## src/rtl/uart_tx_arbiter.sv

```systemverilog
// Round-robin arbiter sharing one uart_tx serializer among N_CLIENTS byte
// producers. Multi-byte packets keep the line through a lock that is dropped
// if the owner stalls for LOCK_TIMEOUT idle clocks.
//
// state  | meaning
// -------+-----------------------------------------------------------
// IDLE   | arbitrate (owner only while locked), count lock stall
// ACCEPT | req_ready_o to granted client for one cycle, latch its byte
// SEND   | tx_ready_o high, wait for tx_valid_i (frame finished)
// GAP    | enforce inter-frame idle clocks

module uart_tx_arbiter #(
    parameter int N_CLIENTS    = 4,
    parameter int GAP_CYCLES   = 16,
    parameter int LOCK_TIMEOUT = 1024
) (
    input  logic                   clk_i,
    input  logic                   nreset_i,
    input  logic [N_CLIENTS-1:0]   req_valid_i,
    input  logic [8*N_CLIENTS-1:0] req_data_i,
    input  logic [N_CLIENTS-1:0]   req_last_i,
    output logic [N_CLIENTS-1:0]   req_ready_o,
    output logic [N_CLIENTS-1:0]   grant_o,
    output logic [7:0]             tx_data_o,
    output logic                   tx_ready_o,
    input  logic                   tx_valid_i,
    output logic                   busy_o
);

    localparam int IDX_W = (N_CLIENTS > 1) ? $clog2(N_CLIENTS) : 1;
    localparam int GAP_W = (GAP_CYCLES > 0) ? $clog2(GAP_CYCLES + 1) : 1;
    localparam int TMO_W = (LOCK_TIMEOUT > 0) ? $clog2(LOCK_TIMEOUT + 1) : 1;

    localparam logic [IDX_W-1:0] PTR_RST  = IDX_W'(N_CLIENTS - 1);
    localparam logic [GAP_W-1:0] GAP_LOAD = (GAP_CYCLES > 0) ? GAP_W'(GAP_CYCLES - 1) : '0;
    // Last stall clock before the lock is released; compared before incrementing.
    localparam logic [TMO_W-1:0] TMO_LAST = (LOCK_TIMEOUT > 0) ? TMO_W'(LOCK_TIMEOUT - 1) : '0;

    typedef enum logic [1:0] {
        ST_IDLE,
        ST_ACCEPT,
        ST_SEND,
        ST_GAP
    } state_t;

    state_t           state;
    logic [IDX_W-1:0] ptr;
    logic [IDX_W-1:0] gidx;
    logic             lock;
    logic [GAP_W-1:0] gap_cnt;
    logic [TMO_W-1:0] tmo_cnt;

    logic             pick_found;
    logic [IDX_W-1:0] pick_idx;
    logic [IDX_W-1:0] cand;

    function automatic logic [N_CLIENTS-1:0] onehot(input logic [IDX_W-1:0] idx);
        logic [N_CLIENTS-1:0] v;
        v      = '0;
        v[idx] = 1'b1;
        return v;
    endfunction

    // Rotating search: first requester at or after ptr+1 (iterating downward so
    // the nearest candidate is the last assignment and wins).
    always_comb begin
        pick_found = 1'b0;
        pick_idx   = '0;
        cand       = '0;
        for (int i = N_CLIENTS; i >= 1; i--) begin
            cand = IDX_W'((int'(ptr) + i) % N_CLIENTS);
            if (req_valid_i[cand]) begin
                pick_found = 1'b1;
                pick_idx   = cand;
            end
        end
    end

    // Arbitration FSM with registered outputs, lock and counters.
    always_ff @(posedge clk_i or negedge nreset_i) begin
        if (!nreset_i) begin
            state       <= ST_IDLE;
            ptr         <= PTR_RST;
            gidx        <= '0;
            lock        <= 1'b0;
            gap_cnt     <= '0;
            tmo_cnt     <= '0;
            req_ready_o <= '0;
            grant_o     <= '0;
            tx_data_o   <= '0;
            tx_ready_o  <= 1'b0;
            busy_o      <= 1'b0;
        end else begin
            req_ready_o <= '0;
            case (state)
                ST_IDLE: begin
                    if (lock) begin
                        // ptr holds the owner while locked
                        if (req_valid_i[ptr]) begin
                            gidx        <= ptr;
                            grant_o     <= onehot(ptr);
                            req_ready_o <= onehot(ptr);
                            busy_o      <= 1'b1;
                            state       <= ST_ACCEPT;
                        end else if (LOCK_TIMEOUT > 0) begin
                            if (tmo_cnt >= TMO_LAST) begin
                                lock    <= 1'b0;
                                tmo_cnt <= '0;
                                grant_o <= '0;
                            end else begin
                                tmo_cnt <= tmo_cnt + 1'b1;
                            end
                        end
                    end else if (pick_found) begin
                        gidx        <= pick_idx;
                        grant_o     <= onehot(pick_idx);
                        req_ready_o <= onehot(pick_idx);
                        busy_o      <= 1'b1;
                        state       <= ST_ACCEPT;
                    end
                end
                ST_ACCEPT: begin
                    if (req_valid_i[gidx]) begin
                        tx_data_o  <= req_data_i[{gidx, 3'b000} +: 8];
                        ptr        <= gidx;
                        lock       <= !req_last_i[gidx];
                        tmo_cnt    <= '0;
                        tx_ready_o <= 1'b1;
                        state      <= ST_SEND;
                    end else begin
                        // requester withdrew: nothing transferred
                        busy_o <= 1'b0;
                        state  <= ST_IDLE;
                    end
                end
                ST_SEND: begin
                    if (tx_valid_i) begin
                        tx_ready_o <= 1'b0;
                        if (GAP_CYCLES > 0) begin
                            gap_cnt <= GAP_LOAD;
                            state   <= ST_GAP;
                        end else begin
                            busy_o <= 1'b0;
                            state  <= ST_IDLE;
                        end
                    end
                end
                ST_GAP: begin
                    if (gap_cnt == '0) begin
                        busy_o <= 1'b0;
                        state  <= ST_IDLE;
                    end else begin
                        gap_cnt <= gap_cnt - 1'b1;
                    end
                end
                default: begin
                    busy_o     <= 1'b0;
                    tx_ready_o <= 1'b0;
                    state      <= ST_IDLE;
                end
            endcase
        end
    end

endmodule
```

## config.mk

```make
export PLATFORM = sky130hd
export DESIGN_NAME = uart_tx_arbiter
export DESIGN_NICKNAME = d
export VERILOG_FILES = /design/src/rtl/uart_tx_arbiter.sv
export SDC_FILE = /design/constraint.sdc
export NUM_CORES = 1
export LEC_CHECK = 0
export ABC_AREA = 1
export CAP_MARGIN = 10
export CELL_PAD_IN_SITES_DETAIL_PLACEMENT = 2
export CELL_PAD_IN_SITES_GLOBAL_PLACEMENT = 2
export CORE_MARGIN = 2
export CORE_UTILIZATION = 25
export DETAILED_ROUTE_END_ITERATION = 8
export PLACE_DENSITY = 0.87
export SLEW_MARGIN = 20
export SYNTH_ARGS = -nofsm -noshare
export SYNTH_HDL_FRONTEND = slang
export SYNTH_SLANG_ARGS = --single-unit
export TNS_END_PERCENT = 50
```

## constraint.sdc

```tcl
create_clock -name clk_i -period 1.9 [get_ports clk_i]
set_input_delay 0.57 -clock clk_i [delete_from_list [all_inputs] [get_ports clk_i]]
set_output_delay 0.57 -clock clk_i [all_outputs]
set_load 0.05 [all_outputs]
```

; After elaboration in Yosys (flattened, before gate mapping)
; Index checks and enable logic that the tools add are counted.
[word_totals]
register_bits = 41
inputBits = 43
wordCells = 127
output_inout_bits = 18
[classes]
n_lt_le_gt_ge = 10
bitwise = 1
n_addsub = 6
shifts = 1
n_reduce_logical = 18
n_eq_ne = 14
n_mux = 66
[op_table]
columns = cell, n
row1 = $mux 11, 4
row2 = $mux 4, 8
row3 = $shiftx 32x6->8, 1
row4 = $mux 2, 13
row5 = $mux 1, 24
row6 = $pmux 11 s2, 1
row7 = $lt 2x3->1 const B, 7
row8 = $bmux 1 s2, 7
row9 = $ne 2x2->1 const B, 7
row10 = $reduce_and 3->1, 4
row11 = $add 11x1->11 const B, 1
row12 = $ge 11x10->1 const B, 1
row13 = $mux 5, 2
row14 = $pmux 5 s2, 1
row15 = $pmux 2 s4, 1
row16 = $reduce_and 4->1, 2
row17 = $reduce_bool 2->1, 4
row18 = $ne 3x3->1 const B, 2
row19 = $logic_not 5->1, 1
row20 = $reduce_and 5->1, 1
row21 = $sub 5x1->5 const B, 1
row22 = $add 2x1->2 const B, 2
row23 = $add 2x2->2 const B, 2
row24 = $demux 1 s2, 2
row25 = 12 further kinds, 17

; Depth between registers and ports, before layout
[depth]
depth_word = 14
mapped_depth = 14
ltp_nobuf = 13

; Worst setup path after synthesis
; OpenSTA, ideal clock, no wires.
[synth_timing]
kind = reg2reg
from = reg ptr[0]
to = reg grant_o[1]
synth_period_minus_slack_ps = 1845
setup_time_ps = 66
path_stages_with_launch = 15
arrival_time_ps = 1779
setup_slack_ps = 55
path_cell_list = dfstp_2 -> buf_6 -> inv_6 -> ha_1 -> inv_1 -> nand3_1 -> nand2_1 -> inv_1 -> nand2_1 -> nand3_1 -> nand2_1 -> nand3_1 -> nand2_1 -> nand2_1 -> nand2_1
[synth_between]
elab_chain_len = 13
elab_cells_between_ends = 38
[synth_lines]
columns = element, line
row1 = "start, declared", 47  ; logic [IDX_W-1:0] ptr;
row2 = "start signal, assigned", 125  ; ptr <= gidx;
row3 = $add 2x1->2, 71  ; cand = IDX_W'((int'(ptr) + i) % N_CLIENTS);
row4 = $bmux 1 s2, 72  ; if (req_valid_i[cand]) begin
row5 = $mux 1 (implied by the code), 72
row6 = $mux 2 (4 in series), 72
row7 = $lt 2x3->1 (implied by the code) / $ge 2x1->1 (equally long branches), 60  ; v[idx] = 1'b1;
row8 = $logic_and 1x1->1 (implied by the code), 60
row9 = $mux 1 (implied by the code), 60
row10 = $demux 1 s2, 60
row11 = $mux 4, 114  ; end else if (pick_found) begin
row12 = $mux 4, 97  ; if (lock) begin
row13 = "end signal, assigned", 101  ; grant_o <= onehot(ptr);
row14 = "end signal, assigned", 116  ; grant_o <= onehot(pick_idx);
row15 = "end, declared", 23  ; output logic [N_CLIENTS-1:0] grant_o,
; Parallel ways exist; a longest one is shown, timed or not. The select of a mux whose other input is x is not followed.
; A chain may end at the register's enable or synchronous reset.

; Worst setup path in the final report
[layout_timing]
from = reg ptr[0]
to = reg tmo_cnt[0]
[layout_between]
elab_chain_len = 4
[layout_lines]
columns = element, line
row1 = $bmux 1 s2, 99  ; if (req_valid_i[ptr]) begin
row2 = $mux 1 (implied by the code), 99
row3 = $ne 2x2->1 (no source line), n/a
row4 = $reduce_and 4->1 (no source line), n/a
row5 = "end signal, assigned", 111  ; tmo_cnt <= tmo_cnt + 1'b1;
row6 = "end, declared", 51  ; logic [TMO_W-1:0] tmo_cnt;
; No other way between the ends. The select of a mux whose other input is x is not followed.

==> results_dict.tcl <==
set metrics [dict create \
    rr_startpoint "ptr[0]" \
    fin_worst_skew_ps 1.838 \
    finalHoldViolCount 0 \
    yosysUniqueCellTypes 37 \
    start_util_pct 26.00 \
    violations "negative setup slack" \
    synth-seq-cells 41 \
    die_h_um 105.3 \
    instances_no_fill 556 \
    wl_um 9983 \
    period_minus_slack_ps 1956 \
    p_leak_nw 1.862 \
    clock_path_buffers 2 \
    worst_pin_slew_ps 392.1 \
    nNetsFinal 473 \
    clk_latency_ps 290 \
    syn2layout_area_growth_pct 51.41 \
    synth_cells 337 \
    wl_per_cell_um 17.96 \
    gr-usage-met3_pct 3.340 \
    syn_area_per_cell_um2 7.611 \
    cpMostUsedCell "nand2_4" \
    critPathMaxStageDelay_ps 600 \
    synth.yosys.warnings 0 \
    setup_violations 6 \
    worstSetupPathType "flop to flop" \
    grt_first_pass_wirelength_um 14900 \
    outcome "finished, violations left" \
    p_int_w 0.003250 \
    busiest_layer "met2" \
    port_buffers 60 \
    crit_chain "inv_6 > buf_6 > nand2_4 > nand2_4 > o21ai_4 > inv_4 > nand3_4 > nand2_8 > buf_4 > nand4_1 > o21ai_0" \
    antenna_found_initial 0 \
    synthArstFlopShare_pct 100.0 \
    die_w_um 105.3 \
    rows 36 \
    antenna_cells 0 \
    cellPowerDensity_nw_per_um2 1775 \
    clockPowerShare_pct 8.8 \
    grt_pass1_vias 2960 \
    placed_cell_area_um2 3423 \
    core_um2 9864 \
    slew_viol_final 0 \
    worst_slack_ps -55.56 \
    grtUsageMet2_pct 30.78 \
    postRouteAntennaNets 0 \
    drc 0 \
    clk_pin_slew_ps 80 \
    grtUsageTotal_pct 16.69 \
    p_switching_w 0.003643 \
    critPathLaunch "ptr[0]" \
    grt_max_degree 42 \
    vias_per_cell 4.752 \
    cp.required_ps 2070 \
    timing.final.crit_share_pct 102.9 \
    combPwrFrac_pct 68.9 \
    ctsHoldBuffers 0 \
    peakVddDrop_uv 744.3 \
    numCtsBuffers 5 \
    floorplan.io_pins 61 \
    yosys.area.top_type "dfrtp_1" \
    start_kind "flop" \
    fmax_mhz 511.4 \
    crit_family "flip-flops" \
    arrival_ps 2130 \
    crit_buf_inv 4 \
    endpoint_kind "flop" \
    grt_remaining_overflow 0 \
    die_area_um2 11090 \
    synth.area.top_cells "dfrtp_1, nand2_1, nor2_1" \
    cp_max_fo 10 \
    via_count 2642 \
    synth_edf_count 0 \
    slew_headroom_pct 73.62 \
    cts_tree "built" \
    layout-drive-gt1-share_pct 33.33 \
    grt_util_met1_pct 19.94 \
    netlist_area_um2 2565 \
    cts.sinks 41 \
    first_pass_iters 4 \
    swShare_pct 52.85 \
    root_buffer "clkbuf_8" \
    syn-num-nets 387 \
    dr.first_iter.drc_count 35 \
    hp-class "input pin to asynchronous set/reset pin" \
    cap_violations 0 \
    cp_slowest_cell "dfstp_2" \
    rsz0062_at_grt "true" \
    numPlacedInstances 542 \
    synth.top_cell.area_share_pct 38.05 \
    yosysSeqAreaShare_pct 40.10 \
    fin_util_pct 39.37 \
    final_area_um2 3884 \
    seqPwrFrac_pct 22.3 \
    hpwlAfterDp_um 6643 \
    htreeDepth 2 \
    gp_congestion 0.7618 \
    synthFlopType "dfrtp_1" \
]
==> state kept, by name, summed over array words and instances, names as in the netlist, named ones only <==
name	flops
tx_ready_o	1
tx_data_o	8
busy_o	1
gap_cnt	5
tmo_cnt	11
gidx	2
ptr	2
state	1
lock	1
req_ready_o	4
grant_o	4
==> per-stage QoR <==
step                      hold slack (ps)  total power [W]  TNS, ps  setup slack (ps)
after floorplan                     274.4         0.003922        0             55.38
after global placement              465.0         0.005063    -5736            -262.0
after detailed placement            481.8         0.005267    -8506            -413.4
after CTS                           246.1         0.006092        0            0.7883
after global routing                253.0         0.007399    -1617            -135.5
final                               230.1         0.006892   -129.9            -55.56
==> power groups by stage <==
stage	Clock (W)	Combinational [W]	Sequential [W]
floorplan	0	0.00190	0.00202
global placement	0	0.00357	0.00149
detailed placement	0	0.00375	0.00151
CTS	0.000619	0.00396	0.00151
global route	0.000651	0.00516	0.00158
finish	0.000609	0.00475	0.00153
==> cell type report <==
type	count	area, um2
Inverter	43	173.9
Multi-Input combinational cell	244	1609
Tap cell	133	166.4
Sequential cell	41	1028
Timing Repair Buffer	88	815.8
Fill cell	1099	5981
Clock inverter	1	7.507
Clock buffer	6	82.58
==> metal layers <==
metal / routed length [um] / part of all wire [%] / up-vias
li1: - / - / 1258
met4: 225 / 2.3 / 0
met5: 0 / 0 / -
met2: 5367 / 54 / 76
met3: 466 / 4.7 / 18
met1: 3924 / 39 / 1290
==> final timing paths <==
check                      depth (start not counted)              to  slack, ps
max in group asynchronous                          2          ptr[0]       1390
setup reg to reg                                  11      tmo_cnt[0]        -60
setup / recovery                                  11      tmo_cnt[0]        -60
min in group clk_i                                 2      grant_o[0]        490
hold reg to reg                                    2      grant_o[0]        490
hold / removal                                     2  req_ready_o[0]        230
==> cells in the mapped netlist, types with 2 or more instances <==
| master | count |
|---|---|
| a21boi_1 | 2 |
| a21oi_1 | 6 |
| buf_2 | 4 |
| buf_6 | 2 |
| clkbuf_1 | 3 |
| dfrtp_1 | 39 |
| dfstp_2 | 2 |
| ha_1 | 7 |
| inv_1 | 37 |
| inv_2 | 5 |
| mux2_1 | 3 |
| mux2_2 | 5 |
| nand2_1 | 81 |
| nand2_2 | 3 |
| nand2_4 | 5 |
| nand3_1 | 17 |
| nand4_1 | 5 |
| nor2_1 | 43 |
| nor2_2 | 4 |
| nor3_2 | 2 |
| o21ai_0 | 25 |
| o21ai_1 | 5 |
| o21ai_2 | 3 |
| o22ai_1 | 11 |
| xor2_1 | 6 |
==> cell usage in the layout, fill, tap and decap left out, drive strengths merged, types with 2 or more instances in the layout <==
cell type,count
a21oi,6
a21boi,2
clkdlybuf4s50,37
dfstp,2
o21ai,33
dfrtp,39
mux2,8
dlygate4sd2,2
ha,7
nand3,19
xor2,6
dlymetal6s2s,2
nor3,3
inv,43
nand4,5
clkbuf,6
nand2,89
buf,47
o22ai,11
nor2,47
==> worst register-to-register path, cell delays in order (launching register included) <==
cell	delay, ps
dfstp_2	600
inv_6	50
buf_6	150
nand2_4	90
nand2_4	80
o21ai_4	200
inv_4	80
nand3_4	110
nand2_8	100
buf_4	160
nand4_1	120
o21ai_0	110
==> kinds of logic after synthesis <==
group                    Yosys count  synth area share (%)
AO/OA/AOI/OAI                     55                 12.39
AND/OR/NAND/NOR                  167                 29.61
XOR/XNOR                           7                 2.390
flip-flops                        41                 40.10
adder cells (fa/ha/maj)            7                 3.414
multiplexers                       8                 3.512
buffers and inverters             52                 8.585
==> what timing repair did <==
action / in CTS / in global routing
setup endpoints to repair: 15 / 23
pin swaps: 4 / 25
gates resized for setup: 17 / 67
setup buffers: 1 / 6
Power figures use the tool's default switching activity.
